<file path="config.mk">
export PLATFORM = sky130hd
export DESIGN_NAME = sr_cmd_conditioner
export DESIGN_NICKNAME = d
export VERILOG_FILES = /design/src/rtl/sr_cmd_conditioner.sv
export SDC_FILE = /design/constraint.sdc
export NUM_CORES = 1
export LEC_CHECK = 0
export ABC_AREA = 1
export CORE_MARGIN = 2
export CORE_UTILIZATION = 59
export CTS_CLUSTER_DIAMETER = 200
export DETAILED_ROUTE_END_ITERATION = 10
export PLACE_DENSITY = 0.81
export SLEW_MARGIN = 30
export SYNTH_ARGS = -nofsm -noshare
export SYNTH_HDL_FRONTEND = slang
export SYNTH_SLANG_ARGS = --single-unit
export TNS_END_PERCENT = 50
</file>
<file path="constraint.sdc">
create_clock -name clk -period 3.45 [get_ports clk]
set_input_delay 0.69 -clock clk [delete_from_list [all_inputs] [get_ports clk]]
set_output_delay 0.69 -clock clk [all_outputs]
set_load 0.05 [all_outputs]
</file>
<file path="src/rtl/sr_cmd_conditioner.sv">
// Command front-end for the NOR SR latch: synchronises, debounces and edge-detects two raw
// buttons, then issues registered, mutually exclusive S/R pulses with enforced width and gap.
module sr_cmd_conditioner #(
    parameter int SYNC_STAGES     = 2,
    parameter int DEBOUNCE_CYCLES = 4,
    parameter int PULSE_WIDTH     = 2,
    parameter int GAP_CYCLES      = 1,
    parameter int RESET_PRIORITY  = 1
) (
    input  logic clk,
    input  logic rst_n,
    input  logic set_in,
    input  logic reset_in,
    output logic s,
    output logic r,
    output logic busy,
    output logic conflict,
    output logic q_model
);

    localparam int CNT_W  = $clog2(DEBOUNCE_CYCLES + 1);
    localparam int PH_MAX = (PULSE_WIDTH > GAP_CYCLES) ? PULSE_WIDTH : GAP_CYCLES;
    localparam int PH_W   = $clog2(PH_MAX + 1);

    localparam logic [CNT_W-1:0] DEB_LAST = CNT_W'(DEBOUNCE_CYCLES - 1);
    localparam logic [PH_W-1:0]  PW_LAST  = PH_W'(PULSE_WIDTH - 1);
    localparam logic [PH_W-1:0]  GAP_LAST = PH_W'(GAP_CYCLES - 1);

    typedef enum logic [1:0] {
        IDLE    = 2'd0,
        PULSE_S = 2'd1,
        PULSE_R = 2'd2,
        GAP     = 2'd3
    } state_t;

    // Channel index 0 is the set button, index 1 the reset button.
    logic [1:0]             raw;
    logic [SYNC_STAGES-1:0] sync_p0 [2];
    logic [CNT_W-1:0]       deb_cnt [2];
    logic [1:0]             clean_p1;
    logic [1:0]             clean_d_p1;
    logic [1:0]             rise_c;
    logic [1:0]             rise_p2;
    logic [1:0]             pend;

    state_t                 state;
    logic [PH_W-1:0]        ph_cnt;
    logic                   take_s;
    logic                   take_r;

    assign raw    = {reset_in, set_in};
    assign rise_c = clean_p1 & ~clean_d_p1;

    // Synchroniser, debounce and edge-detect stages
    always_ff @(posedge clk or negedge rst_n) begin
        if (!rst_n) begin
            for (int i = 0; i < 2; i++) begin
                sync_p0[i] <= '0;
                deb_cnt[i] <= '0;
            end
            clean_p1   <= '0;
            clean_d_p1 <= '0;
            rise_p2    <= '0;
        end else begin
            for (int i = 0; i < 2; i++) begin
                sync_p0[i] <= {sync_p0[i][SYNC_STAGES-2:0], raw[i]};
                if (sync_p0[i][SYNC_STAGES-1] == clean_p1[i]) begin
                    deb_cnt[i] <= '0;
                end else if (deb_cnt[i] == DEB_LAST) begin
                    clean_p1[i] <= sync_p0[i][SYNC_STAGES-1];
                    deb_cnt[i]  <= '0;
                end else begin
                    deb_cnt[i] <= deb_cnt[i] + 1'b1;
                end
            end
            clean_d_p1 <= clean_p1;
            rise_p2    <= rise_c;
        end
    end

    // Arbitration is only taken from IDLE; a simultaneous pair resolves by RESET_PRIORITY.
    always_comb begin
        take_r = 1'b0;
        take_s = 1'b0;
        if (state == IDLE) begin
            take_r = pend[1] && (!pend[0] || (RESET_PRIORITY != 0));
            take_s = pend[0] && !take_r;
        end
    end

    // Pending flags, pulse FSM and registered outputs
    always_ff @(posedge clk or negedge rst_n) begin
        if (!rst_n) begin
            state    <= IDLE;
            ph_cnt   <= '0;
            pend     <= '0;
            s        <= 1'b0;
            r        <= 1'b0;
            busy     <= 1'b0;
            conflict <= 1'b0;
            q_model  <= 1'b0;
        end else begin
            busy     <= (state != IDLE) || (|pend);
            conflict <= rise_c[0] & rise_c[1];

            // A fresh edge wins over the clear of a request being served on the same edge.
            pend[0] <= rise_p2[0] ? 1'b1 : (take_s ? 1'b0 : pend[0]);
            pend[1] <= rise_p2[1] ? 1'b1 : (take_r ? 1'b0 : pend[1]);

            case (state)
                IDLE: begin
                    ph_cnt <= '0;
                    if (take_s) begin
                        state   <= PULSE_S;
                        s       <= 1'b1;
                        q_model <= 1'b1;
                    end else if (take_r) begin
                        state   <= PULSE_R;
                        r       <= 1'b1;
                        q_model <= 1'b0;
                    end
                end
                PULSE_S, PULSE_R: begin
                    if (ph_cnt == PW_LAST) begin
                        state  <= GAP;
                        ph_cnt <= '0;
                        s      <= 1'b0;
                        r      <= 1'b0;
                    end else begin
                        ph_cnt <= ph_cnt + 1'b1;
                    end
                end
                GAP: begin
                    if (ph_cnt == GAP_LAST) begin
                        state  <= IDLE;
                        ph_cnt <= '0;
                    end else begin
                        ph_cnt <= ph_cnt + 1'b1;
                    end
                end
                default: begin
                    state  <= IDLE;
                    ph_cnt <= '0;
                    s      <= 1'b0;
                    r      <= 1'b0;
                end
            endcase
        end
    end

endmodule

</file>
==> results of run 1 <==
[area by class of cell]
| class | instances | area [µm²] | share of cell area (%) |
|---|---|---|---|
| inverter | 18 | 67.6 | 5.25 |
| clock inverter | 1 | 5.00 | 0.389 |
| sequential | 27 | 676 | 52.5 |
| tap | 25 | 31.3 | 2.43 |
| timing repair buffer | 9 | 87.6 | 6.80 |
| clock buffer | 3 | 22.5 | 1.75 |
| multi-input combinational | 68 | 398 | 30.9 |
[metal layers]
layer	vias up	global-route usage, %
met5	-	0
met4	0	4.32
met3	2	3.70
met2	11	34.2
met1	357	21.6
li1	376	-
[power by group]
group	internal (mW)	switching, mW	leakage, nW
Clock	0.0435	0.0909	0.0177
Sequential	0.422	0.0575	0.339
Combinational	0.204	0.373	0.313
Total	0.669	0.521	0.669
[registers in the layout, indices dropped and copies added, names as in the netlist]
register,count
s,1
state,2
r,1
deb_cnt,6
q_model,1
ph_cnt,2
conflict,1
clean_p1,2
busy,1
clean_d_p1,2
pend,2
sync_p0,4
rise_p2,2
[cell usage in the layout, fill, tap and decap left out]
cell type and count:
nand2_1 28, dfrtp_1 27, inv_1 16, ha_1 9, clkdlybuf4s50_1 8, nand3_1 6
nor3_1 4, nor2_1 4, nand2_2 4, clkbuf_4 3, xnor2_1 2, a21oi_1 2
inv_2 2, o21ai_0 2, nand3_2 2, o21bai_1 2, nor4_1 1, nand4_1 1
o21ai_1 1, clkinv_2 1, buf_4 1
[worst max path at each step]
stage / start / cells after the start / end / slack [ps]
2_1_floorplan: q_model$_DFFE_PN0P_ / 0 / q_model / 2160
3_3_place_gp: s$_DFFE_PN0P_ / 1 / s / 1650
3_5_place_dp: s$_DFFE_PN0P_ / 1 / s / 1610
4_1_cts: s$_DFFE_PN0P_ / 1 / s / 1220
5_1_grt: q_model$_DFFE_PN0P_ / 1 / q_model / 1190
6_report: s$_DFFE_PN0P_ / 1 / s / 1240
[logic make-up after synthesis]
| logic type | synth area share [%] |
|---|---|
| AND/OR/NAND/NOR | 19.8 |
| flip-flops | 58.6 |
| buffers and inverters | 6.84 |
| adder cells (fa/ha/maj) | 9.77 |
| AO/OA/AOI/OAI | 3.47 |
| XOR/XNOR | 1.52 |
[metrics by stage]
| stage | util, % | instance area, µm² | hold WS, ps | worst slack (ps) |
|---|---|---|---|---|
| after floorplan | - | 1150 | 331 | 2160 |
| after global placement | 70.7 | 1260 | 332 | 1650 |
| after detailed placement | 70.7 | 1260 | 337 | 1610 |
| after CTS | 72.2 | 1290 | 369 | 1220 |
| after global routing | 72.2 | 1290 | 383 | 1190 |
| final | 72.2 | 1290 | 369 | 1240 |
==> impl_results.md, run 1 <==
- Worst-path clk slew: 140 ps
- Syn Inst Count: 114
- CTS root buffer: clkbuf_4
- Worst Tran Pin Value: 502 ps
- Worst Setup Path Type: flip-flop to output port
- 1st-pass router iterations: 4
- Max-Cap Viols: 0
- PwrDens: 925 nW/µm²
- Initial Util: 64.6%
- Row Count: 15
- Crit Path Max Fanout: 2
- First-pass GRT wire length: 2.87 mm
- Share of layout cells above drive strength 1: 10.3%
- Count of nets after finishing: 140
- Layout Cells excl Fill: 151
- Wl on met1: 787 µm
- Synth Area per Inst: 10.1 µm²
- Reg2Reg Depth: 8
- Syn_nets: 127
- Top cell type's share of synthesized area: 58.6%
- Ant diodes: 0
- Largest net degree at the start of global routing: 28
- HPWL after detailed placement: 1.36 mm
- Die Wd: 48.2 µm
- Final hold vios: 0
- Status: finished, final reports clean
- Vias in the first global route: 708
- IR drop worst, VDD: 557 µV
- Top Metal Used: met4
- Post-route setup TNS: 0 ps
- CTS resizes: 0
- CP startpoint kind: flip-flop
- Crit path DAT: 1520 ps
- Rel. slew slack: 66.4%
- Leak Pwr: 0.669 nW
- Reg2reg setup slack: 2090 ps
- RSZ-0062 raised after global routing: no
- Fill cells: 133
- Global route overflow: 0
- H-tree depth: 1
- Die H: 48.2 µm
- Total die area: 2320 µm²
- #FFs+latches synth: 27
- # placed instances: 147
- Max Clock Freq: 0.452 GHz
- Initial antenna violation count: 0
- CTS Sinks: 27
- CP cell instances: clkdlybuf4s50_1
- Worst path buffer plus inverter count: 1
- Port Buffers: 8
- Core footprint: 1780 µm²
- Syn-to-layout area delta: 11.7%
- Slowest CP cell: clkdlybuf4s50_1
- Hold path cells: 0
- Worst R2R Start: state[0]$_DFFE_PN0P_
- Yosys top cell by area: dfrtp_1
- Tmin final: 2210 ps
- Met2 WL: 956 µm
- Worst stage delay on the critical path: 810 ps
- Min-delay src: sync_p0[2]$_DFF_PN0_
- Final Setup Violations: 0
- CP endpoint kind: output port
- Count leader, synth: nand2_1
- Clk_skew: 10.5 ps
- Post-Route WL: 1.80 mm
- Hold Path Sink: sync_p0[3]$_DFF_PN0_
- Main flop type after synthesis: dfrtp_1
- Hold Buf Count CTS: 0
- Critical R2R Capture: state[1]$_DFFE_PN0P_
- Seq/Total Area, Yosys: 58.6%
- Iter 0 DRT Violations: 9
- Delay-heaviest family, CP: buffers and inverters
- Post-Syn Area: 1150 µm²
- WP data required: 2760 ps
- Met3 wire length: 43 µm
- Wirelength per Cell: 11.9 µm
- Clock Path Buffers: 2
- Global Route Usage Sum: 18.4%
- Routability cong.: 0.751
- Leading post-synthesis cells by cell area: dfrtp_1 59%, ha_1 9.8%, nand2_1 9.1%
- Tcrit/Tclk final: 64.1%
- Post-route antenna net violation count: 0
- Clk Latency, worst-skew pair: 320 ps
- Top-Level Pins: 9
- Vias per cell: 4.94
- Most frequent cells after synthesis: 28 x nand2_1, 27 x dfrtp_1, 16 x inv_1
- Distinct cell type count after synthesis: 18
- Hold Crit Class: flip-flop to flip-flop
- Tot Pwr: 1.19 mW
- EDFF count, synth: 0
- Post-CTS Setup Bufs: 0
- Synth Warn #: 0
- Asr flop ratio synth: 100%
- TritonCTS buffer count: 3
- TritonCTS clock tree: built
- DRC errors left: 0
- DR vias: 746
- Max-slew violation count: 0
Note: power is estimated with default switching activity, not from simulation.
==> run 2, diff against run 1 <==
- CORE_UTILIZATION: 59 -> 50
- PLACE_DENSITY: 0.81 -> 0.73
- clock period: 3.45 -> 2 ns (I/O delays scaled with it)
==> impl_results.md, run 2 (synthesized netlist as in run 1, its figures left out) <==
- IR drop worst, VDD: 951 µV (+71%)
- Initial antenna violation count: 0 (unchanged)
- Tot Pwr: 2.03 mW (+71%)
- Hold Crit Class: flip-flop to flip-flop
- Routability cong.: 0.752 (+0.19%)
- DR vias: 745 (-0.13%)
- Die Wd: 52.0 µm (+7.9%)
- H-tree depth: 1 (unchanged)
- Crit path DAT: 1490 ps (-30 ps)
- Status: finished, final reports clean
- Commonest non-fill, non-tap cell in the layout: nand2_1
- PwrDens: 1570 nW/µm² (+70%)
- Row Count: 17 (+2)
- Tmin final: 1890 ps
- Wirelength per Cell: 10.5 µm (-12%)
- Tcrit/Tclk final: 94.7%
- TritonCTS clock tree: built
- CTS Sinks: 27 (unchanged)
- Global Route Usage Sum: 15.3% (-3.1 points)
- Final Core Density: 59.1% (-13 points)
- Final Setup Violations: 0 (unchanged)
- Max Clock Freq: 0.528 GHz
- # placed instances: 150 (+2.0%)
- Slowest CP cell: clkdlybuf4s50_1
- CP cell instances: clkdlybuf4s50_1
- TritonCTS buffer count: 3 (unchanged)
- Post-Route WL: 1.61 mm (-10%)
- Clk_skew: 5.51 ps (-4.96 ps)
- Post-route antenna net violation count: 0 (unchanged)
- Post-placement worst setup slack: 476 ps (-1130 ps)
- Post-route setup TNS: 0 ps (unchanged)
- Top-Level Pins: 9 (unchanged)
- RSZ-0062 raised after global routing: no
- Final worst setup slack: 106 ps (-1130 ps)
- Crit Path Max Fanout: 2 (unchanged)
- Max reg flops: 6 (unchanged)
- Total die area: 2700 µm² (+16%)
- Clk Latency, worst-skew pair: 330 ps (about the same)
- Port Buffers: 8 (unchanged)
- Hold Buf Count CTS: 0 (unchanged)
- Ant diodes: 0 (unchanged)
- Vias in the first global route: 701 (-0.99%)
- Post-CTS Setup Bufs: 0 (unchanged)
- WP data required: 1600 ps (-1160 ps)
- Leak Pwr: 0.665 nW (-0.56%)
- Rel. slew slack: 67.1% (+0.67 points)
- Clock Path Buffers: 2 (unchanged)
- Final hold vios: 0 (unchanged)
- Max-Cap Viols: 0 (unchanged)
- Largest net degree at the start of global routing: 28 (unchanged)
- Die H: 52.0 µm (+7.9%)
- Worst Tran Pin Value: 492 ps (-9.98 ps)
- Syn-to-layout area delta: 12.3%
- Worst Setup Path Type: flip-flop to output port
- Worst stage delay on the critical path: 800 ps (about the same)
- Max-slew violation count: 0 (unchanged)
- Iter 0 DRT Violations: 10 (+1)
- Top Registers: deb_cnt x6, sync_p0 x4
- Worst path buffer plus inverter count: 1 (unchanged)
- Initial Util: 52.6% (-12 points)
- Count of nets after finishing: 140 (unchanged)
- Worst-path clk slew: 140 ps (about the same)
- Share of layout cells above drive strength 1: 10.3% (unchanged)
- HPWL after detailed placement: 1.20 mm (-12%)
- Delay-heaviest family, CP: buffers and inverters
- CP startpoint kind: flip-flop
- CTS root buffer: clkbuf_4
- DRC errors left: 0 (unchanged)
- CP endpoint kind: output port
- Layout Cells excl Fill: 154 (+2.0%)
- Biggest register: deb_cnt
- Core footprint: 2190 µm² (+23%)
- First-pass GRT wire length: 2.90 mm (+1.2%)
- Commonest cells after routing, fill and taps aside: 28 x nand2_1, 27 x dfrtp_1, 16 x inv_1
- Vias per cell: 4.84 (-2.1%)
- 1st-pass router iterations: 2 (-2)
- CTS resizes: 0 (unchanged)
- Global route overflow: 0 (unchanged)
[run 2: changes by cell type in the layout (fill, tap and decap cells not counted), sizes merged]
cell and delta:
clkinv -1, clkinvlp +1
[run 2: worst paths after layout]
check / slack [ps] / startpoint / to / depth (start not counted)
worst max-delay path: 110 / s$_DFFE_PN0P_ / s / 1
worst min-delay path: 370 / sync_p0[2]$_DFF_PN0_ / sync_p0[3]$_DFF_PN0_ / 0
worst max register to register: 640 / state[0]$_DFFE_PN0P_ / state[1]$_DFFE_PN0P_ / 8
worst min register to register: 370 / sync_p0[2]$_DFF_PN0_ / sync_p0[3]$_DFF_PN0_ / 0
max in group asynchronous: 1320 / rst_n / ph_cnt[0]$_DFF_PN0_ / 2
min in group asynchronous: 430 / rst_n / q_model$_DFFE_PN0P_ / 2
[run 2: power by group]
group / leakage, nW / internal [mW] / total (mW) / switching [mW]
sequential: 0.339 / 0.728 / 0.823 / 0.0948
clock: 0.0139 / 0.0766 / 0.237 / 0.161
combinational: 0.313 / 0.349 / 0.972 / 0.623
[run 2: layout make-up]
type                    instances  area [µm²]
fillers                       188         897
clock buffers                   3        22.5
repair buffers                  9        87.6
well taps                      28        35.0
flip-flops and latches         27         676
multi-input cells              68         398
inverters                      18        67.6
clock inverters                 1        7.51
[run 2: metrics by stage]
step                cell area, µm²  hold slack [ps]
floorplan                     1150              104
global placement              1260              333
detailed placement            1260              336
CTS                           1290              370
global route                  1290              378
finish                        1290              368
[run 2: per-layer routing]
| layer | GRT usage [%] | share of wire, % | vias up |
|---|---|---|---|
| li1 | - | - | 378 |
| met1 | 19.7 | 48 | 353 |
| met2 | 23.6 | 47 | 9 |
| met3 | 3.45 | 2.4 | 5 |
| met4 | 9.21 | 2.4 | 0 |
| met5 | 0 | 0 | - |
==> RTL edit 1, RTL diff (settings of run 1) <==
Encoding of `state_t`: now Gray code (2 bits for 4 states).
--- a/src/rtl/sr_cmd_conditioner.sv
+++ b/src/rtl/sr_cmd_conditioner.sv
@@ -27,10 +27,10 @@
     localparam logic [PH_W-1:0]  GAP_LAST = PH_W'(GAP_CYCLES - 1);
 
     typedef enum logic [1:0] {
-        IDLE    = 2'd0,
-        PULSE_S = 2'd1,
-        PULSE_R = 2'd2,
-        GAP     = 2'd3
+        IDLE    = 2'b00,
+        PULSE_S = 2'b01,
+        PULSE_R = 2'b11,
+        GAP     = 2'b10
     } state_t;
 
     // Channel index 0 is the set button, index 1 the reset button.
Check against the original RTL: no difference found for any inputs over 10 cycles, from zero or initial values and one cycle with rst_n low; not proved beyond that.
==> RTL edit 1 against run 1 <==
Sequential cell count unchanged; sequential share of layout area grew 5.7 points; worst setup slack improved by 0.041 ns; die area fell by 10%; clock skew fell by 0.0087 ns; core utilization decreased by 2.7 points; power decreased by 15%; maximum frequency increased by 1.9%; wire length decreased by 23%; area after synthesis fell by 11%; critical path type unchanged; worst hold slack lost 0.0036 ns; cell area decreased by 9.8%; clock power fell by 4%; non-clock buffer count is the same.
==> RTL edit 1: results (changes against run 1) <==
[routing]
post_drt_wl_per_cell_um=11.0  ; was 11.9 um
drtIter0Drc=12  ; was 9
vias=612  ; was 746

[grt]
grtUsageMet2_pct=27.0  ; was 34.2%
gr-usage-met1_pct=20.1  ; was 21.6%
grt_pass1_vias=588  ; was 708
grt_usage_pct=17.5  ; was 18.4%
grt_pass1_wl_um=2350  ; was 2870 um
met3_usage_pct=4.76  ; was 3.70%

[worst_setup_path]
rr_worst_depth=7  ; was 8
r2r_start=ph_cnt[1]$_DFF_PN0_  ; was state[0]$_DFFE_PN0P_
r2r-end=r$_DFFE_PN0P_  ; was state[1]$_DFFE_PN0P_
reg2reg_setup_slack_ns=2.32  ; was 2.09 ns
cp_data_arrival_time_ns=1.48  ; was 1.52 ns

[clock_network]
cts-root-buf=clkbuf_4  ; unchanged

[synth]
synth_adder_area_share_pct=6.11  ; was 9.77%
yosysUniqueCellTypes=15  ; was 18
ys_top_cells_by_area=dfrtp_1 66%, nand2_1 8.1%, ha_1 6.1%, inv_1 4.8%, nand3_1 2.4%  ; was dfrtp_1 59%, ha_1 9.8%, nand2_1 9.1%, inv_1 5.2%, nand3_1 2.6%
seq_area_frac_synth_pct=65.9  ; was 58.6%
synth.cells.most_frequent=27 x dfrtp_1, 22 x nand2_1, 13 x inv_1  ; was 28 x nand2_1, 27 x dfrtp_1, 16 x inv_1, 9 x ha_1, 6 x nand3_1
synth_fp_nets=104  ; was 127
synth_xor_area_share_pct=1.71  ; was 1.52%

[placed_design]
gp_congestion=0.816  ; was 0.751
place_hpwl_um=1060  ; was 1360 um
pre_cts_slack_ns=1.64  ; was 1.61 ns

[pwr]
leakagePower_nw=0.592  ; was 0.669 nW
irDropWorstVdd_v=0.000443  ; was 0.000557 V
switching_share_pct=39.6  ; was 43.8%

[outcome]
status=complete, no violations  ; unchanged

[layout]
num-nets-final=118  ; was 140
post_route_cells_drive_above_1_share_pct=8.33  ; was 10.3%
fillers=123  ; was 133

[timing]
fin_skew_ns=0.00178  ; was 0.0105 ns
slew_headroom_pct=67.1  ; was 66.4%

[min_path]
hp-start=sync_p0[0]$_DFF_PN0_  ; was sync_p0[2]$_DFF_PN0_
timing.hold.worst_endpoint=sync_p0[1]$_DFF_PN0_  ; was sync_p0[3]$_DFF_PN0_

[RTL edit 1: through the flow]
step	utilization (%)	hold slack [ns]	area, um^2	power, mW	cells
after floorplan	-	0.331	1020	0.779	95
after global placement	67.9	0.332	1130	0.872	121
after detailed placement	67.9	0.336	1130	0.892	121
after CTS	69.5	0.367	1160	1.02	125
after global routing	69.5	0.375	1160	1.09	125
final	69.5	0.366	1160	1.01	125
[RTL edit 1: layout make-up]
cell class                      instances  area share, %
Timing Repair Buffer                    9           7.54
Sequential cell                        27           58.2
Inverter                               14           4.53
Clock inverter                          1          0.431
Tap cell                               17           1.83
Multi-Input combinational cell         54           25.5
Clock buffer                            3           1.94
[RTL edit 1: kinds of logic (layout without fill, tap and decap cells)]
kind of cell	Yosys count	in the layout
buf+inv	14	27
xor+xnor	2	2
flops	27	27
simple gates	40	40
compound gates	7	7
fa+ha+maj	5	5
[RTL edit 1: how the worst max path moves through the flow]
stage               depth (start not counted)  slack (ns)                 from       end
global route                                1        1.22        r$_DFFE_PN0P_         r
detailed placement                          1        1.64   conflict$_DFF_PN0_  conflict
finish                                      1        1.28        r$_DFFE_PN0P_         r
global placement                            1        1.64  q_model$_DFFE_PN0P_   q_model
CTS                                         1        1.26        s$_DFFE_PN0P_         s
floorplan                                   0        2.16  q_model$_DFFE_PN0P_   q_model
[RTL edit 1: power by group through the flow]
stage / Combinational [mW] / Sequential, mW / Clock [mW]
5_1_grt: 0.434 / 0.512 / 0.145
3_5_place_dp: 0.386 / 0.506 / 0
3_3_place_gp: 0.373 / 0.500 / 0
6_report: 0.382 / 0.499 / 0.129
4_1_cts: 0.387 / 0.498 / 0.135
2_1_floorplan: 0.215 / 0.564 / 0
[RTL edit 1: layer usage]
| metal | vias up | wire length (um) |
|---|---|---|
| met2 | 6 | 669 |
| li1 | 320 | - |
| met1 | 284 | 644 |
| met3 | 2 | 37 |
| met4 | 0 | 24 |
| met5 | - | 0 |
==> RTL edit 2, RTL diff (settings of run 1) <==
Made on the original files. The parameter `DEBOUNCE_CYCLES` goes from 4 to 2.
--- a/src/rtl/sr_cmd_conditioner.sv
+++ b/src/rtl/sr_cmd_conditioner.sv
@@ -2,7 +2,7 @@
 // buttons, then issues registered, mutually exclusive S/R pulses with enforced width and gap.
 module sr_cmd_conditioner #(
     parameter int SYNC_STAGES     = 2,
-    parameter int DEBOUNCE_CYCLES = 4,
+    parameter int DEBOUNCE_CYCLES = 2,
     parameter int PULSE_WIDTH     = 2,
     parameter int GAP_CYCLES      = 1,
     parameter int RESET_PRIORITY  = 1
Formal check against the unedited RTL: not equivalent (a bounded check fails within 10 cycles, from zero or initial values and one cycle with rst_n low).
==> RTL edit 2 against run 1 <==
Worst setup slack better by 0.033 ns; cell area is 8.0% lower; sequential share of layout area up 0.32 points; clock skew fell by 0.0065 ns; wire length is 16% lower; synthesized cell count fell by 7.0%; area after synthesis decreased by 8.0%; via count shrank 9.2%; clock power decreased by 4%; maximum frequency is 1.5% higher; power fell by 5.1%; register-to-register slack worse by 0.04 ns; sequential cell count shrank 2; global-route usage fell by 1.4 points; largest cell class unchanged; largest power group unchanged.
==> RTL edit 2: results (changes against run 1) <==
[placed_design]
place_hpwl_um=1150  ; was 1360 um

[clock_network]
post_cts_buffers=0  ; unchanged

[routing]
vias=677  ; was 746
post_drt_wl_per_cell_um=10.6  ; was 11.9 um
drtIter0Drc=4  ; was 9

[worst_setup_path]
startpoint=q_model$_DFFE_PN0P_  ; was s$_DFFE_PN0P_
reg2reg_setup_slack_ns=2.05  ; was 2.09 ns
cp_data_arrival_time_ns=1.49  ; was 1.52 ns
critical_path.endpoint=q_model  ; was s

[synth]
synth_fp_nets=117  ; was 127
ys_top_cells_by_area=dfrtp_1 59%, nand2_1 9.2%, ha_1 8.3%, inv_1 5.7%, nand3_1 2.8%  ; was dfrtp_1 59%, ha_1 9.8%, nand2_1 9.1%, inv_1 5.2%, nand3_1 2.6%
synth.cells.most_frequent=26 x nand2_1, 25 x dfrtp_1, 16 x inv_1, 7 x ha_1, 6 x nand3_1  ; was 28 x nand2_1, 27 x dfrtp_1, 16 x inv_1, 9 x ha_1, 6 x nand3_1
synth-seq-cells=25  ; was 27
synth_flop_cell=dfrtp_1  ; unchanged
seq_area_frac_synth_pct=59.0  ; was 58.6%
yosysUniqueCellTypes=18  ; unchanged

[pwr]
leakagePower_nw=0.601  ; was 0.669 nW
switching_share_pct=44.2  ; was 43.8%
p_seq_share_pct=39.6  ; was 40.3%
comb-power_mw=0.553  ; was 0.577 mW
irDropWorstVdd_v=0.000511  ; was 0.000557 V

[layout]
layout.area.seq_um2=626  ; was 676 um^2
post_route_cells_drive_above_1_share_pct=11.1  ; was 10.3%
fillers=140  ; was 133
clock_area_share_pct=2.53  ; was 2.14%
multi_input_gates=62  ; was 68
num-nets-final=129  ; was 140
final-nonclk-buf-share_pct=6.34  ; was 6.80%
multi_input_area_share_pct=30.0  ; was 30.9%
n_all_buffers=8  ; was 9

[grt]
grt_pass1_vias=637  ; was 708
grt_max_degree=26  ; was 28
grt_pass1_wl_um=2590  ; was 2870 um

[timing]
fin_skew_ns=0.00396  ; was 0.0105 ns
worst_pin_slew_ns=0.536  ; was 0.502 ns

[outcome]
status=complete, no violations  ; unchanged

==> RTL edit 2: cell count changes in the layout (fill, tap and decap cells not counted) <==
cell / delta
dfrtp_1: -2
clkinv_2: -1
ha_1: -2
buf_2: +1
nand2_1: -2
clkinvlp_4: +1
buf_4: -1
clkdlybuf4s50_1: -1
nor3_1: -2
==> RTL edit 2: worst min-delay path by stage <==
stage                                    start                   end  slack, ns  cells past startpoint
after floorplan           sync_p0[0]$_DFF_PN0_  sync_p0[1]$_DFF_PN0_       0.33                      0
after global placement    sync_p0[2]$_DFF_PN0_  sync_p0[3]$_DFF_PN0_       0.33                      0
after detailed placement  sync_p0[2]$_DFF_PN0_  sync_p0[3]$_DFF_PN0_       0.34                      0
after CTS                                rst_n   q_model$_DFFE_PN0P_       0.35                      1
after global routing                     rst_n   q_model$_DFFE_PN0P_       0.36                      1
final                                    rst_n  deb_cnt[2]$_DFF_PN0_       0.34                      1
==> RTL edit 2: per-stage QoR <==
step           instances  setup slack, ns  total power, mW  area [um^2]
2_1_floorplan        106             2.16            0.886         1060
3_3_place_gp         138             1.50            0.983         1160
3_5_place_dp         138             1.62             1.01         1150
4_1_cts              142             1.25             1.14         1180
5_1_grt              142             1.20             1.23         1180
6_report             142             1.27             1.13         1180
==> RTL edit 2: metal layers <==
layer / wire, um / vias up / part of all wire (%) / global-route usage [%]
met2: 732 / 7 / 48 / 25.6
met4: 14 / 0 / 0.93 / 7.43
met5: 0 / - / 0 / 0
li1: - / 346 / - / -
met1: 732 / 322 / 48 / 24.4
met3: 31 / 2 / 2.1 / 2.35
==> RTL edit 2: logic make-up after synthesis <==
kind of cell    after synthesis  synth area share (%)
xor+xnor                      2                  1.65
compound gates                7                  3.78
simple gates                 46                  19.8
fa+ha+maj                     7                  8.26
flops                        25                  59.0
buf+inv                      19                  7.44
